[src/rtl/playback_pkg.sv]
// Shared definitions for the instruction playback path: FSM states,
// instruction field layout and direction codes used by the display blocks.
package playback_pkg;

    localparam int INSTR_W    = 4;
    localparam int DIREC_LSB  = 0;
    localparam int TORQUE_LSB = 2;

    localparam logic [1:0] DIR_FWD   = 2'd0;
    localparam logic [1:0] DIR_REV   = 2'd1;
    localparam logic [1:0] DIR_LEFT  = 2'd2;
    localparam logic [1:0] DIR_RIGHT = 2'd3;

    typedef enum logic [2:0] {
        S_IDLE,
        S_FETCH,
        S_LATCH,
        S_RUN,
        S_GAP,
        S_PAUSED,
        S_DONE
    } state_t;

    function automatic logic [4:0] sat_inc5(input logic [4:0] v);
        return (v == 5'd31) ? v : v + 5'd1;
    endfunction

endpackage

[src/rtl/dwell_timer.sv]
// Loadable down-counter; expired flags the final cycle of a loaded interval
// so the owner can switch state on the same edge the count runs out.
module dwell_timer #(
    parameter int CNT_W = 8
) (
    input  logic             clk,
    input  logic             rst_n,
    input  logic             load,
    input  logic [CNT_W-1:0] value,
    input  logic             hold,
    output logic             expired
);

    logic [CNT_W-1:0] count;

    always_ff @(posedge clk or negedge rst_n) begin
        if (!rst_n) begin
            count <= '0;
        end else if (load) begin
            count <= value;
        end else if (!hold && count != '0) begin
            count <= count - 1'b1;
        end
    end

    assign expired = (count == CNT_W'(1));

endmodule

[src/rtl/instr_playback_sched.sv]
// Replays the saved instruction FIFO: fetch, latch, torque-scaled dwell,
// blank gap, repeat; with pause/resume and abort.
module instr_playback_sched
    import playback_pkg::*;
#(
    parameter int STEP_CYCLES = 50_000_000,
    parameter int GAP_CYCLES  = 12_500_000
) (
    input  logic               clk,
    input  logic               rst_n,
    input  logic               start,
    input  logic               abort,
    input  logic               pause,
    input  logic               fifo_empty,
    input  logic [INSTR_W-1:0] fifo_data,
    output logic               fifo_rd_en,
    output logic               motion_en,
    output logic [1:0]         direc,
    output logic [1:0]         torque,
    output logic [4:0]         step_idx,
    output logic               busy,
    output logic               done
);

    localparam int CNT_W = $clog2(4 * STEP_CYCLES + 1);
    localparam logic [CNT_W-1:0] STEP_LD = CNT_W'(STEP_CYCLES);
    localparam logic [CNT_W-1:0] GAP_LD  = CNT_W'(GAP_CYCLES);

    // (torque+1)*STEP as shift-add; CNT_W holds 4*STEP so nothing is lost.
    function automatic logic [CNT_W-1:0] dwell_of(input logic [1:0] tq);
        logic [CNT_W-1:0] acc;
        acc = STEP_LD;
        if (tq[0]) acc = acc + STEP_LD;
        if (tq[1]) acc = acc + (STEP_LD << 1);
        return acc;
    endfunction

    state_t           state, next_state, saved_state;
    logic             tmr_load, tmr_hold, tmr_expired;
    logic [CNT_W-1:0] tmr_value;
    logic [1:0]       instr_direc, instr_torque;
    logic             timed_state;

    assign instr_direc  = fifo_data[DIREC_LSB +: 2];
    assign instr_torque = fifo_data[TORQUE_LSB +: 2];
    assign timed_state  = (state == S_RUN) || (state == S_GAP);
    // Pause and abort both freeze the count in the cycle they arrive.
    assign tmr_hold     = !timed_state || pause || abort;

    dwell_timer #(.CNT_W(CNT_W)) u_timer (
        .clk     (clk),
        .rst_n   (rst_n),
        .load    (tmr_load),
        .value   (tmr_value),
        .hold    (tmr_hold),
        .expired (tmr_expired)
    );

    always_comb begin
        next_state = state;
        tmr_load   = 1'b0;
        tmr_value  = GAP_LD;
        unique case (state)
            S_IDLE: begin
                if (start) next_state = fifo_empty ? S_DONE : S_FETCH;
            end
            S_FETCH: begin
                next_state = abort ? S_IDLE : S_LATCH;
            end
            S_LATCH: begin
                if (abort) begin
                    next_state = S_IDLE;
                end else begin
                    next_state = S_RUN;
                    tmr_load   = 1'b1;
                    tmr_value  = dwell_of(instr_torque);
                end
            end
            S_RUN: begin
                if (abort) begin
                    next_state = S_IDLE;
                end else if (pause) begin
                    next_state = S_PAUSED;
                end else if (tmr_expired) begin
                    next_state = S_GAP;
                    tmr_load   = 1'b1;
                end
            end
            S_GAP: begin
                if (abort) next_state = S_IDLE;
                else if (pause) next_state = S_PAUSED;
                else if (tmr_expired) next_state = fifo_empty ? S_DONE : S_FETCH;
            end
            S_PAUSED: begin
                if (abort) next_state = S_IDLE;
                else if (pause) next_state = saved_state;
            end
            S_DONE: next_state = S_IDLE;
            default: next_state = S_IDLE;
        endcase
    end

    always_ff @(posedge clk or negedge rst_n) begin
        if (!rst_n) begin
            state       <= S_IDLE;
            saved_state <= S_IDLE;
            direc       <= 2'b00;
            torque      <= 2'b00;
            step_idx    <= 5'd0;
        end else begin
            state <= next_state;
            if (timed_state && pause && !abort) saved_state <= state;
            if ((abort && state != S_IDLE) || state == S_DONE) begin
                direc  <= 2'b00;
                torque <= 2'b00;
            end else if (state == S_LATCH) begin
                direc    <= instr_direc;
                torque   <= instr_torque;
                step_idx <= sat_inc5(step_idx);
            end
            if (state == S_IDLE && start && !fifo_empty) step_idx <= 5'd0;
        end
    end

    // Gating with abort keeps a same-cycle abort from popping the FIFO.
    assign fifo_rd_en = (state == S_FETCH) && !abort;
    assign motion_en  = (state == S_RUN);
    assign busy       = (state != S_IDLE);
    assign done       = (state == S_DONE);

endmodule

[config.mk]
export PLATFORM = sky130hd
export DESIGN_NAME = instr_playback_sched
export DESIGN_NICKNAME = d
export VERILOG_FILES = /design/src/rtl/playback_pkg.sv /design/src/rtl/dwell_timer.sv /design/src/rtl/instr_playback_sched.sv
export SDC_FILE = /design/constraint.sdc
export NUM_CORES = 1
export LEC_CHECK = 0
export ABC_AREA = 1
export BUFFER_PORTS_ARGS = -buffer_cell sky130_fd_sc_hd__buf_2
export CAP_MARGIN = 20
export CORE_MARGIN = 2
export CORE_UTILIZATION = 29
export DETAILED_ROUTE_END_ITERATION = 12
export MAX_ROUTING_LAYER = met4
export PLACE_DENSITY_LB_ADDON = 0.12
export SLEW_MARGIN = 10
export SYNTH_ARGS = -nofsm -noshare
export SYNTH_HDL_FRONTEND = slang
export SYNTH_SLANG_ARGS = --single-unit
export TNS_END_PERCENT = 100
[constraint.sdc]
create_clock -name clk -period 2.95 [get_ports clk]
set_input_delay 0.1475 -clock clk [delete_from_list [all_inputs] [get_ports clk]]
set_output_delay 0.1475 -clock clk [all_outputs]
set_load 0.05 [all_outputs]
==> results.cfg <==
[setup_path]
cp.required_ns = 3.20
cp.arrival_ns = 2.21
path_max_fanout = 19
timing.rr.start = u_timer.count[0]$_DFFE_PN0P_
reg2reg_depth = 12
crit_path_frequent_cell = nand2_1
crit_start = u_timer.count[0]$_DFFE_PN0P_
rrSetupSlack_ns = 0.98
crit_cells = 12
cp_top_family = simple AND/OR/NAND/NOR gates
cp-endpoint = u_timer.count[5]$_DFFE_PN0P_
critPathMaxStageDelay_ns = 0.39
r2r_end = u_timer.count[5]$_DFFE_PN0P_
critical_path.cell_chain = inv_1 > ha_1 > nand2_1 > nor2_2 > nand2_2 > clkinv_2 > nand2_4 > nand2_8 > nand2_8 > inv_8 > nand2_1 > nand2_1
startpoint_type = register
critPathCaptureType = register
path_class = register to register
path_buf_inv = 3
slowest_stage = dfrtp_1

[routing]
wl_per_cell_um = 13.6
antenna_left = 0
dr.pass1.iters = 5
via_per_inst = 4.63
drc = 0
drt_iter0_drc = 110
num_vias = 2907
drt_wl_total_um = 8530

[pwr]
p_clk_frac = 0.119
swShare = 0.535
p_leak_nw = 1.86
pwr-share-seq = 0.323
p_sw_mw = 1.81
power_mw = 3.39
p_int_mw = 1.58
vdd_drop_max_mv = 0.523
pwr-share-comb = 0.557
p_per_area_nw_per_um2 = 976

[global_route]
antenna_found_initial = 0
grt_max_degree = 28
first_global_vias = 2930
overflow = 0
grt_pass1_wl_um = 14500
grt_use_total = 0.165

[floorplanning]
rows = 37
core_um2 = 10400
die_area_um2 = 11700
start_util = 0.301
fp.dieH_um = 108
die_w_um = 108
io_pins = 23

[sta]
timing.final.ws_setup_ns = 0.984
rsz0062_at_grt = false
max_freq_mhz = 509
layout_worst_path_cycle_share = 0.666
period_minus_slack_ns = 1.97
max_slew_margin = 0.574
setup_tns_ns = 0
final.setup_skew_ns = 0.00977
slew_violations = 0
worst_slew_pin_slew_ns = 0.635
setup_viol = 0
finalHoldViolCount = 0

[yosys]
synthTopCellsByArea = dfrtp_1 (34%), nand2_1 (19%), nor2_1 (7.1%), inv_1 (6.0%), nand3_1 (5.6%)
yosysWarnings = 0
yosys.area.top_type = dfrtp_1
syn-instance-count = 464
synth_area_um2 = 3130
syn_area_per_cell_um2 = 6.75
synth_cell_types = 39
yosysSeqAreaShare = 0.343
ys_ff_latch = 43
syn-num-nets = 480
synth_top_area_share = 0.343

[clock_tree]
clkTransAtPathRegs_ns = 0.09
cts_sinks = 43
cts.htree.levels = 2
cts_tree = yes
root_buffer = clkbuf_8
cts_setup_buffers = 0
clock_path_buffers = 2
clk_latency_ns = 0.31
cts_buffers = 5

[final_layout]
layout.cells.non_filler = 628
fin_nets = 507
area_delta_synth_final_pct = 10.9
num_antenna_cells = 0
nFillCells = 1196
drive_gt1_frac = 0.154
final_common_cell = nand2_1
final_cell_mix = nand2_1 (158), nor2_1 (59), inv_1 (50)

[hold_path]
holdCritPathClass = input port to register

[placed_design]
portBuffers = 22
place_hpwl_um = 6610
dp.cells = 619
dp_slack_ns = 0.982
place_congestion = 0.874

[status]
status = completed

[job]
max_cap_violations = 0
-- stage by stage --
| step | area (um^2) | util | hold WS [ns] |
|---|---|---|---|
| 2_1_floorplan | 3130 | - | -0.148 |
| 3_3_place_gp | 3380 | 0.324 | 0.228 |
| 3_5_place_dp | 3380 | 0.324 | 0.222 |
| 4_1_cts | 3480 | 0.334 | 0.158 |
| 5_1_grt | 3480 | 0.334 | 0.180 |
| 6_report | 3480 | 0.334 | 0.174 |
-- final cells by class --
class                      count  area, um^2  area share
multi-input combinational    356        1770       0.510
clock inverter                 3        20.0     0.00576
tap                          136         170      0.0490
sequential                    43        1080       0.310
timing repair buffer          25         135      0.0389
clock buffer                   5        68.8      0.0198
inverter                      60         234      0.0673
-- worst register-to-register path: cells and delay by family (launching register included) --
kind | cells | cell delay [ns]
flops | 1 | 0.39
buf+inv | 3 | 0.39
simple gates | 8 | 0.90
fa+ha+maj | 1 | 0.23
-- metal layers --
layer	track usage	share of wire	vias to the layer above
met3	0.0217	0.031	4
li1	-	-	1508
met1	0.233	0.51	1342
met4	0.0330	0.0063	0
met5	-	0	-
met2	0.255	0.45	53
-- flip-flops by register name, summed over array words and instances, names as in the netlist --
name and count:
direc 2, saved_state 3, state 3, step_idx 5
torque 2, u_timer.count 28
-- repair_timing --
action | 4_1_cts | 5_1_grt
resized for setup | 0 | 0
hold buffers | 1 | 0
hold endpoints to repair | 26 | 0
-- power groups by stage --
| stage | sequential, mW | combinational [mW] | clock [mW] |
|---|---|---|---|
| 5_1_grt | 1.14 | 2.17 | 0.438 |
| 3_5_place_dp | 1.11 | 1.90 | 0 |
| 6_report | 1.10 | 1.89 | 0.404 |
| 2_1_floorplan | 1.18 | 1.38 | 0 |
| 4_1_cts | 1.10 | 1.91 | 0.419 |
| 3_3_place_gp | 1.10 | 1.90 | 0 |
-- logic make-up (layout without fill, tap and decap cells) --
family | after synthesis | count (layout) | share of synthesized area
flip-flops | 43 | 43 | 0.343
buffers and inverters | 65 | 93 | 0.0914
AO/OA/AOI/OAI | 34 | 34 | 0.0643
adder cells (fa/ha/maj) | 6 | 6 | 0.0240
AND/OR/NAND/NOR | 307 | 307 | 0.452
XOR/XNOR | 9 | 9 | 0.0251
-- cells in the mapped netlist (all sizes together) --
library cell	number
o21ai	19
xnor2	4
nand3	36
nor4	1
o21bai	1
o211ai	1
and2	1
nor3	9
o22ai	1
or2	4
clkinv	2
a31oi	1
a22o	2
xor2	5
ha	6
nand4	9
nor2	69
dfrtp	43
inv	58
nand2	176
a21oi	7
buf	5
nand3b	2
a21boi	2
-- worst min path at each step --
stage                  from                      endpoint  slack (ns)  cells after the start
3_3_place_gp          rst_n  u_timer.count[0]$_DFFE_PN0P_        0.23                      1
4_1_cts        fifo_data[1]          direc[1]$_DFFE_PN0P_        0.16                      4
2_1_floorplan         rst_n          direc[0]$_DFFE_PN0P_       -0.15                      0
3_5_place_dp          rst_n  u_timer.count[0]$_DFFE_PN0P_        0.22                      1
5_1_grt        fifo_data[1]          direc[1]$_DFFE_PN0P_        0.18                      4
6_report       fifo_data[1]          direc[1]$_DFFE_PN0P_        0.17                      4
No activity file was read; power rests on OpenSTA's default activity.
